File: src/rtl/mem_access_ctrl_pkg.sv
// Shared definitions for the data-memory access controller.
// Holds the FSM state encoding, the RV32 load/store funct3 codes and a
// helper that flags funct3 values with no legal meaning.
package mem_access_ctrl_pkg;

  typedef enum logic [1:0] {
    IDLE   = 2'd0,
    ACCESS = 2'd1,
    DONE   = 2'd2
  } state_t;

  localparam logic [2:0] F3_LB  = 3'b000;
  localparam logic [2:0] F3_LH  = 3'b001;
  localparam logic [2:0] F3_LW  = 3'b010;
  localparam logic [2:0] F3_LBU = 3'b100;
  localparam logic [2:0] F3_LHU = 3'b101;

  localparam logic [2:0] F3_SB  = 3'b000;
  localparam logic [2:0] F3_SH  = 3'b001;
  localparam logic [2:0] F3_SW  = 3'b010;

  // Stores only define SB/SH/SW; loads leave 011, 110 and 111 unused.
  function automatic logic f3_illegal(input logic is_store, input logic [2:0] f3);
    if (is_store) return (f3 > F3_SW);
    return !(f3 inside {F3_LB, F3_LH, F3_LW, F3_LBU, F3_LHU});
  endfunction

endpackage

File: src/rtl/load_store_align.sv
// Combinational lane handling for the memory access controller.
// Store side (live request): byte enables, lane-replicated write data and
//   fault detection (misalignment or illegal funct3).
// Load side (registered access info): selects the addressed lane of the
//   read word and sign- or zero-extends it.
// Ports:
//   is_store, funct3, addr_lo, wdata -> be, wdata_rep, fault
//   ld_funct3, ld_addr_lo, rdata     -> load_data
module load_store_align
  import mem_access_ctrl_pkg::*;
(
  input  logic        is_store,
  input  logic [2:0]  funct3,
  input  logic [1:0]  addr_lo,
  input  logic [31:0] wdata,
  output logic [3:0]  be,
  output logic [31:0] wdata_rep,
  output logic        fault,
  input  logic [2:0]  ld_funct3,
  input  logic [1:0]  ld_addr_lo,
  input  logic [31:0] rdata,
  output logic [31:0] load_data
);

  logic [7:0]  lane_b;
  logic [15:0] lane_h;

  // funct3[1:0] is the access size for loads and stores alike, so the same
  // enables serve both directions.
  always_comb begin
    be        = '0;
    wdata_rep = '0;
    case (funct3[1:0])
      F3_SB[1:0]: begin
        be        = 4'b0001 << addr_lo;
        wdata_rep = {4{wdata[7:0]}};
      end
      F3_SH[1:0]: begin
        be        = addr_lo[1] ? 4'b1100 : 4'b0011;
        wdata_rep = {2{wdata[15:0]}};
      end
      default: begin
        be        = '1;
        wdata_rep = wdata;
      end
    endcase
  end

  always_comb begin
    fault = f3_illegal(is_store, funct3);
    if ((funct3[1:0] == F3_SH[1:0]) && addr_lo[0])        fault = 1'b1;
    if ((funct3[1:0] == F3_SW[1:0]) && (addr_lo != 2'b00)) fault = 1'b1;
  end

  always_comb begin
    lane_b = '0;
    case (ld_addr_lo)
      2'd0:    lane_b = rdata[7:0];
      2'd1:    lane_b = rdata[15:8];
      2'd2:    lane_b = rdata[23:16];
      default: lane_b = rdata[31:24];
    endcase
    lane_h = ld_addr_lo[1] ? rdata[31:16] : rdata[15:0];
  end

  always_comb begin
    load_data = '0;
    case (ld_funct3)
      F3_LB:   load_data = {{24{lane_b[7]}}, lane_b};
      F3_LH:   load_data = {{16{lane_h[15]}}, lane_h};
      F3_LW:   load_data = rdata;
      F3_LBU:  load_data = {24'd0, lane_b};
      F3_LHU:  load_data = {16'd0, lane_h};
      default: load_data = '0;
    endcase
  end

endmodule

File: src/rtl/mem_access_ctrl.sv
// MEM-stage data-memory access controller.
// Accepts a load/store from the pipeline, stalls it while a single request
// is held on the memory port until ready (or timeout), then releases the
// pipeline for one DONE cycle in which load results are presented.
// Ports:
//   clk, rst                      clock, synchronous active-high reset
//   mem_read_i, mem_write_i       MEM-stage load/store request
//   addr_i, wdata_i, funct3_i     byte address, store data, width/sign code
//   dmem_req_o/we_o/addr_o/be_o/wdata_o, dmem_ready_i, dmem_rdata_i
//                                 memory port
//   stall_o                       hold the pipeline
//   load_data_o, load_valid_o     formatted load result
//   fault_o                       misaligned or illegal access (IDLE only)
//   timeout_o                     one-cycle pulse after a timed-out access
module mem_access_ctrl
  import mem_access_ctrl_pkg::*;
#(
  parameter int unsigned TIMEOUT_CYCLES = 64
) (
  input  logic        clk,
  input  logic        rst,
  input  logic        mem_read_i,
  input  logic        mem_write_i,
  input  logic [31:0] addr_i,
  input  logic [31:0] wdata_i,
  input  logic [2:0]  funct3_i,
  output logic        dmem_req_o,
  output logic        dmem_we_o,
  output logic [31:0] dmem_addr_o,
  output logic [3:0]  dmem_be_o,
  output logic [31:0] dmem_wdata_o,
  input  logic        dmem_ready_i,
  input  logic [31:0] dmem_rdata_i,
  output logic        stall_o,
  output logic [31:0] load_data_o,
  output logic        load_valid_o,
  output logic        fault_o,
  output logic        timeout_o
);

  localparam int unsigned CNT_W = $clog2(TIMEOUT_CYCLES + 1);
  localparam logic [CNT_W-1:0] CNT_LAST = CNT_W'(TIMEOUT_CYCLES - 1);

  state_t            state, state_nxt;
  logic [CNT_W-1:0]  cnt;
  logic [29:0]       waddr_q;
  logic [3:0]        be_q;
  logic [31:0]       wdata_q;
  logic              we_q;
  logic [2:0]        f3_q;
  logic [1:0]        off_q;
  logic              timeout_q;
  logic [31:0]       load_q;

  logic              req;
  logic              fault;
  logic              expire;
  logic [3:0]        be_c;
  logic [31:0]       wdata_c;
  logic [31:0]       ld_fmt;

  assign req    = mem_read_i | mem_write_i;
  assign expire = (cnt == CNT_LAST);

  load_store_align u_align (
    .is_store   (mem_write_i),
    .funct3     (funct3_i),
    .addr_lo    (addr_i[1:0]),
    .wdata      (wdata_i),
    .be         (be_c),
    .wdata_rep  (wdata_c),
    .fault      (fault),
    .ld_funct3  (f3_q),
    .ld_addr_lo (off_q),
    .rdata      (dmem_rdata_i),
    .load_data  (ld_fmt)
  );

  always_ff @(posedge clk) begin
    if (rst) begin
      state     <= IDLE;
      cnt       <= '0;
      waddr_q   <= '0;
      be_q      <= '0;
      wdata_q   <= '0;
      we_q      <= 1'b0;
      f3_q      <= '0;
      off_q     <= '0;
      timeout_q <= 1'b0;
      load_q    <= '0;
    end else begin
      state <= state_nxt;
      case (state)
        IDLE: begin
          if (req && !fault) begin
            waddr_q   <= addr_i[31:2];
            be_q      <= be_c;
            wdata_q   <= wdata_c;
            we_q      <= mem_write_i;
            f3_q      <= funct3_i;
            off_q     <= addr_i[1:0];
            cnt       <= '0;
            timeout_q <= 1'b0;
          end
        end
        ACCESS: begin
          // Ready wins over an expiry in the same cycle.
          if (dmem_ready_i) begin
            if (!we_q) load_q <= ld_fmt;
          end else if (expire) begin
            load_q    <= '0;
            timeout_q <= 1'b1;
          end else begin
            cnt <= cnt + 1'b1;
          end
        end
        default: ;
      endcase
    end
  end

  always_comb begin
    state_nxt    = state;
    dmem_req_o   = 1'b0;
    dmem_we_o    = 1'b0;
    dmem_addr_o  = '0;
    dmem_be_o    = '0;
    dmem_wdata_o = '0;
    stall_o      = 1'b0;
    load_valid_o = 1'b0;
    fault_o      = 1'b0;
    timeout_o    = 1'b0;
    case (state)
      IDLE: begin
        if (req) begin
          if (fault) begin
            fault_o = 1'b1;
          end else begin
            stall_o   = 1'b1;
            state_nxt = ACCESS;
          end
        end
      end
      ACCESS: begin
        dmem_req_o   = 1'b1;
        dmem_we_o    = we_q;
        dmem_addr_o  = {waddr_q, 2'b00};
        dmem_be_o    = be_q;
        dmem_wdata_o = wdata_q;
        stall_o      = 1'b1;
        if (dmem_ready_i || expire) state_nxt = DONE;
      end
      DONE: begin
        load_valid_o = !we_q;
        timeout_o    = timeout_q;
        state_nxt    = IDLE;
      end
      default: state_nxt = IDLE;
    endcase
    // Reset must pull the request off the port in the cycle it is seen.
    if (rst) begin
      state_nxt    = IDLE;
      dmem_req_o   = 1'b0;
      dmem_we_o    = 1'b0;
      dmem_addr_o  = '0;
      dmem_be_o    = '0;
      dmem_wdata_o = '0;
      stall_o      = 1'b0;
      load_valid_o = 1'b0;
      fault_o      = 1'b0;
      timeout_o    = 1'b0;
    end
  end

  assign load_data_o = load_q;

endmodule

File: config.mk
export PLATFORM = sky130hd
export DESIGN_NAME = mem_access_ctrl
export DESIGN_NICKNAME = d
export VERILOG_FILES = /design/src/rtl/mem_access_ctrl_pkg.sv /design/src/rtl/load_store_align.sv /design/src/rtl/mem_access_ctrl.sv
export SDC_FILE = /design/constraint.sdc
export NUM_CORES = 1
export LEC_CHECK = 0
export CAP_MARGIN = 40
export CORE_MARGIN = 2
export CORE_UTILIZATION = 44
export CTS_CLUSTER_DIAMETER = 40
export DETAILED_ROUTE_END_ITERATION = 6
export GPL_TIMING_DRIVEN = 0
export PLACE_DENSITY_LB_ADDON = 0.15
export RECOVER_POWER = 50
export SYNTH_ARGS = -nofsm -noshare
export SYNTH_HDL_FRONTEND = slang
export SYNTH_SLANG_ARGS = --single-unit
File: constraint.sdc
create_clock -name clk -period 2.1 [get_ports clk]
set_input_delay 0.21 -clock clk [delete_from_list [all_inputs] [get_ports clk]]
set_output_delay 0.21 -clock clk [all_outputs]
set_load 0.01 [all_outputs]
== Yosys cells after proc, flatten, opt, wreduce, memory -nomap -nowiden ==
Index checks and enable logic that the tools add are counted.

* Muxes and demuxes: 48
* $mul: 0
* $lt $le $gt $ge: 1
* Bitwise operators: 1
* Reduce and logical (&&, ||, !) cells: 21
* Add/sub/neg operators: 1
* Divide/modulo/power cells: 0
* Eq/ne operators: 23
* Shift operators: 1

{| class="wikitable"
|+ Operators by type and width
! kind !! number
|-
| $mux 32 || 7
|-
| $pmux 32 s5 || 1
|-
| $pmux 32 s2 || 1
|-
| $pmux 8 s3 || 1
|-
| $mux 1 || 23
|-
| $mux 7 || 3
|-
| $mux 16 || 1
|-
| $ne 2x2->1 const B || 8
|-
| $pmux 7 s2 || 1
|-
| $eq 3x3->1 const B || 4
|-
| $mux 4 || 3
|-
| $pmux 4 s2 || 1
|-
| $reduce_and 4->1 || 2
|-
| $add 7x1->7 const B || 1
|-
| $eq 7x6->1 const B || 1
|-
| $eq 2x1->1 const B || 3
|-
| $eq 2x2->1 const B || 3
|-
| $eq 3x1->1 const B || 2
|-
| $eq 3x2->1 const B || 2
|-
| $logic_not 2->1 || 3
|-
| $logic_not 3->1 || 2
|-
| $mux 2 || 3
|-
| $reduce_and 3->1 || 2
|-
| $reduce_bool 2->1 || 3
|-
| other kinds (10) || 15
|}

* Bits in writable memories: 0
* Memories: 0
* Bits in latches: 0
* Flip-flop bits (word level): 114
* Word-level logic and storage cells: 106
* Memory bits (read-only): 0
* Input bits: 104

== Logic depth before layout (Yosys ltp) ==
* Word-level depth: 10
* Mapped depth: 6
* Mapped depth without buffers: 5

== By module ==
Synthesis repeated with hierarchy kept, for this count alone.

* Cells, all modules: 792
* Area, all modules: 6105.9 um^2

{| class="wikitable"
|+ Modules (own cells, without submodules)
! module !! cells each !! area an instance (um^2) !! times used
|-
| mem_access_ctrl || 602 || 4712.0 || 1
|-
| load_store_align || 190 || 1393.8 || 1
|}

== Worst setup path after synthesis ==
Ideal clock, no wire load.

* Path kind: input -> output
* Start point: in addr_i[0]
* End point: out stall_o
* Arrival time: 1646 ps
* Path slack: 244 ps
* Buffers on the path: 2
* Stages: 6
* Cell sequence: or4_4 -> a211oi_2 -> buf_4 -> buf_2 -> nor2_1 -> nor3_1

* Cells in the longest elaborated chain, start to end: 7

{| class="wikitable"
|+ RTL lines
! item !! RTL line !! text
|-
| start, declared || mem_access_ctrl.sv:24 || <nowiki>input logic [31:0] addr_i,</nowiki>
|-
| $logic_and 1x1->1 or $reduce_bool 2->1 (tied branches) || load_store_align.sv:51, load_store_align.sv:52 ||
|-
| $mux 1 or $logic_and 1x1->1 (tied branches) || load_store_align.sv:51, load_store_align.sv:52 ||
|-
| $mux 1 * || load_store_align.sv:52 || <nowiki>if ((funct3[1:0] == F3_SW[1:0]) && (addr_lo != 2'b00)) fault = 1'b1;</nowiki>
|-
| $mux 1 * || mem_access_ctrl.sv:136 || <nowiki>if (fault) begin</nowiki>
|-
| $mux 1 * || mem_access_ctrl.sv:135 || <nowiki>if (req) begin</nowiki>
|-
| $pmux 1 s2 * || mem_access_ctrl.sv:133 || <nowiki>case (state)</nowiki>
|-
| $mux 1 * || mem_access_ctrl.sv:161 || <nowiki>if (rst) begin</nowiki>
|-
| end, declared || mem_access_ctrl.sv:34 || <nowiki>output logic stall_o,</nowiki>
|}

Every way passes the cells marked *; elsewhere a longest branch is shown, timed or not.

== Final worst setup path ==
* Start point: reg state[0]
* End point: out dmem_addr_o[21]

* Cells in the longest elaborated chain, start to end: 3

{| class="wikitable"
|+ RTL lines
! item !! RTL line !! text
|-
| start, declared || mem_access_ctrl.sv:44 || <nowiki>state_t state, state_nxt;</nowiki>
|-
| start signal, assigned || mem_access_ctrl.sv:92 || <nowiki>state <= state_nxt;</nowiki>
|-
| $eq 2x1->1 || mem_access_ctrl.sv:133 ||
|-
| $mux 32 || mem_access_ctrl.sv:133 ||
|-
| $mux 32 || mem_access_ctrl.sv:161 ||
|-
| end, declared || mem_access_ctrl.sv:29 || <nowiki>output logic [31:0] dmem_addr_o,</nowiki>
|}

No other way between the ends.

==> key figures <==
Routing
  – Drt drc: 0
  – Avg WL per Cell: roughly 18 um
  – First-pass detailed-route iteration total: 6
  – First DRT Iteration DRCs: roughly 440
  – Via count: around 5.7k
  – DRT Wirelength: between 15000 and 20000 um
  – Routed Antenna Nets: 0
  – DR vias/cell: 5.53

GRT
  – Total global-route track usage: approximately 28%
  – Grt ovf: 0
  – Antenna violations before repair: 1
  – Largest net degree at the start of global routing: 19
  – Number of global-route vias before repair: around 5.5k
  – First-pass GRT wire length: 28100 um

Synthesis
  – Top cells by area in the synthesized netlist: dfxtp_1, nand2_1, and2_1, a21oi_1, o2bb2ai_1
  – Seq/Total Area, Yosys: 42.7%
  – FFs w/ async S/R, synth: 0%
  – Share of the synthesized area in the top cell type: between 40% and 50%
  – Synthesized area: roughly 5300 um2
  – FF+latch count, synth: 114
  – Post-synth top flop: dfxtp_1
  – EDFF count, synth: 0
  – Syn_area_per_cell: about 8.5 um2
  – Number of cells produced by synthesis: ~630
  – Yosys warns: 0
  – Synth unique cells: 48
  – Cell taking the most area after synthesis: dfxtp_1

Worst setup path
  – Crit path from: state[0]
  – WS Path Type: reg -> out
  – Crit start category: flop
  – Slowest-stage cell, CP: dfxtp_4
  – Worst EP required: ~1.9 ns
  – Crit path arrival time: 1.84 ns
  – CP max FO: 10
  – Reg2reg start: off_q[1]
  – Crit end category: output pin
  – Crit-path cells: nor3b_4, clkbuf_8, clkbuf_4, and2_1, clkdlybuf4s15_1
  – CP peak stage delay: 0.38 ns

Timing
  – Pin slew with the least headroom to its limit: a little over 0.9 ns
  – Clk_skew: 0.00607 ns
  – Minimum clock period: 2.05 ns
  – Setup Viol. Count Final: 0
  – RSZ-0062 raised after global routing: yes
  – Final hold slack: around 0.18 ns
  – Final Hold Vio Count: 0
  – Relative max-transition margin: about two fifths
  – Final setup margin: approximately 0.048 ns
  – TNS Setup: 0 ns
  – Period utilization: 97.7%
  – Max Slew Vio Count: 0
  – Max Freq: 0.487 GHz

Cells and area
  – Footprint of the multi-input gates: between 2000 and 3000 um2
  – Final nets: just under 1k
  – Share of cells above drive strength 1: 15.2%
  – Reg area: approximately 2300 um2
  – Final core occ: a little under 70%
  – Filler cells: between 1k and 1.5k
  – Area grow syn2layout: 53.1%

Floorplan
  – Number of placement rows: 40
  – I/O pin total: 210
  – CORE AREA: ~12000 um2
  – Initial Util: 44.9%
  – Die height: 114 um
  – Die area: roughly 13000 um2
  – Die W: around 110 um

Power
  – PwrDens: a little under 800 nW/um2
  – Pleak: between 3 and 4 nW
  – Worst VDD drop: roughly 0.44 mV

Job
  – Max_cap viols: 0

Clock network
  – Root Driver: clkbuf_16
  – Clk Latency, worst-skew pair: 0.41 ns
  – Max Buffers Root-to-Sink: 2
  – Num CTS Buffers: 17
  – Clock transition at path regs: around 0.050 ns
  – CTS sink cnt: ~110
  – CTS tree: yes
  – H-tree Lvls: 4
  – CTS Hold Bufs: 0

Placement
  – IO buf count: 206
  – Pre-CTS WS: -0.956 ns
  – GPL Wtd Cong: 0.899
  – DP HPWL: approximately 14000 um

Hold path
  – Tightest Hold Check Type: in -> reg
  – Hold_sp: funct3_i[2]

Status
  – Status: finished, final reports clean
==> cell usage in the layout (no fill, tap or decap), types with 6 or more instances in the layout <==
| master | synthesis | layout |
|---|---|---|
| a211oi_2 | 8 | 6 |
| clkdlybuf4s15_1 | 0 | 8 |
| clkbuf_16 | 0 | 17 |
| clkbuf_1 | 33 | 27 |
| dlygate4sd3_1 | 0 | 32 |
| a222oi_1 | 7 | 7 |
| o2bb2ai_1 | 24 | 24 |
| buf_4 | 6 | 9 |
| a21oi_1 | 66 | 66 |
| and2_1 | 68 | 66 |
| clkbuf_2 | 0 | 25 |
| buf_2 | 11 | 32 |
| dfxtp_1 | 114 | 112 |
| o21ai_0 | 12 | 12 |
| nand2_1 | 115 | 115 |
| dlygate4sd2_1 | 0 | 24 |
| mux2_2 | 8 | 8 |
| mux2i_1 | 19 | 19 |
| a21o_1 | 8 | 8 |
| a311oi_1 | 11 | 11 |
| a22oi_1 | 24 | 24 |
| o211ai_1 | 10 | 10 |
| clkdlybuf4s50_1 | 0 | 98 |
| nor2_1 | 31 | 31 |
==> area by class of cell <==
| cell class | instances | area share (%) |
|---|---|---|
| Tap cell | 147 | 2.25 |
| Multi-Input combinational cell | 460 | 34.9 |
| Clock inverter | 10 | 2.20 |
| Clock buffer | 22 | 5.67 |
| Timing Repair Buffer | 215 | 23.3 |
| Antenna cell | 1 | 0.0306 |
| Sequential cell | 114 | 28.0 |
| Buffer | 53 | 3.62 |
| Inverter | 3 | 0.138 |
==> critical path: cells and delay by family (launching register included) <==
kind | cells | cell delay [ns]
simple gates | 2 | 0.43
buf+inv | 3 | 0.63
flops | 1 | 0.38
==> stage by stage <==
step | power, mW | instance area [um2] | std cells
CTS | 6.46 | 8300 | 1020
global route | 6.66 | 8180 | 1024
finish | 6.46 | 8180 | 1025
floorplan | 2.87 | 5350 | 632
global placement | 3.29 | 7590 | 985
detailed placement | 3.32 | 7590 | 985
==> kinds of logic after synthesis <==
family / synth area share (%)
muxes: 5.66
xor gates and xnor gates: 0.492
AOI/OAI and AO/OA: 24.1
buffers and inverters: 4.75
adders and majority gates: 0.234
DFF: 42.7
and+or+nand+nor: 22.0
other: 0.0702
==> power by group <==
group / switching, mW / leakage, nW / internal, mW
logic: 0.508 / 2.26 / 0.455
clock network: 0.990 / 0.310 / 2.16
registers: 0.0644 / 0.930 / 2.29
==> registers in the layout (all words and copies together), names as in the netlist <==
name and cells:
load_data_o 32, state 2, waddr_q 30, off_q 2, be_q 4, we_q 1
cnt 7, f3_q 3, timeout_q 1, wdata_q 32
==> routing by layer <==
metal	global-route usage (%)	routed length, um	vias to the layer above
met1	32.2	7460	2668
met4	10.5	359	0
met2	49.1	9250	278
met5	0	0	-
met3	6.78	1410	27
li1	-	-	2697
==> cells in the mapped netlist, types with 2 or more instances <==
| library cell | n |
|---|---|
| nand2_1 | 115 |
| dfxtp_1 | 114 |
| and2_1 | 68 |
| a21oi_1 | 66 |
| clkbuf_1 | 33 |
| nor2_1 | 31 |
| a22oi_1 | 24 |
| o2bb2ai_1 | 24 |
| mux2i_1 | 19 |
| o21ai_0 | 12 |
| a311oi_1 | 11 |
| buf_2 | 11 |
| o211ai_1 | 10 |
| a211oi_2 | 8 |
| a21o_1 | 8 |
| mux2_2 | 8 |
| a222oi_1 | 7 |
| buf_4 | 6 |
| buf_1 | 5 |
| nand2b_1 | 4 |
| nand3_1 | 4 |
| nor2b_1 | 4 |
| a211oi_1 | 3 |
| nor3_1 | 3 |
| nor3b_2 | 3 |
| xor2_1 | 3 |
| and3_1 | 2 |
| inv_1 | 2 |
| nor4_1 | 2 |
| o21a_1 | 2 |
| o21bai_1 | 2 |
==> final timing paths <==
path                                        end  slack [ns]  cells after the start
worst min register to register      waddr_q[11]        0.45                      2
worst max-delay path            dmem_addr_o[21]        0.05                      5
worst max register to register   load_data_o[5]        0.07                      6
worst min-delay path                    f3_q[2]        0.18                      3
==> timing repair <==
item                                    4_1_cts  5_1_grt
gates resized for setup                     162       77
hold endpoints to repair                      0        0
endpoints found under the setup margin      102      152
pin swaps                                     1        1
setup buffers                                 5        4
Power figures use the tool's default switching activity.
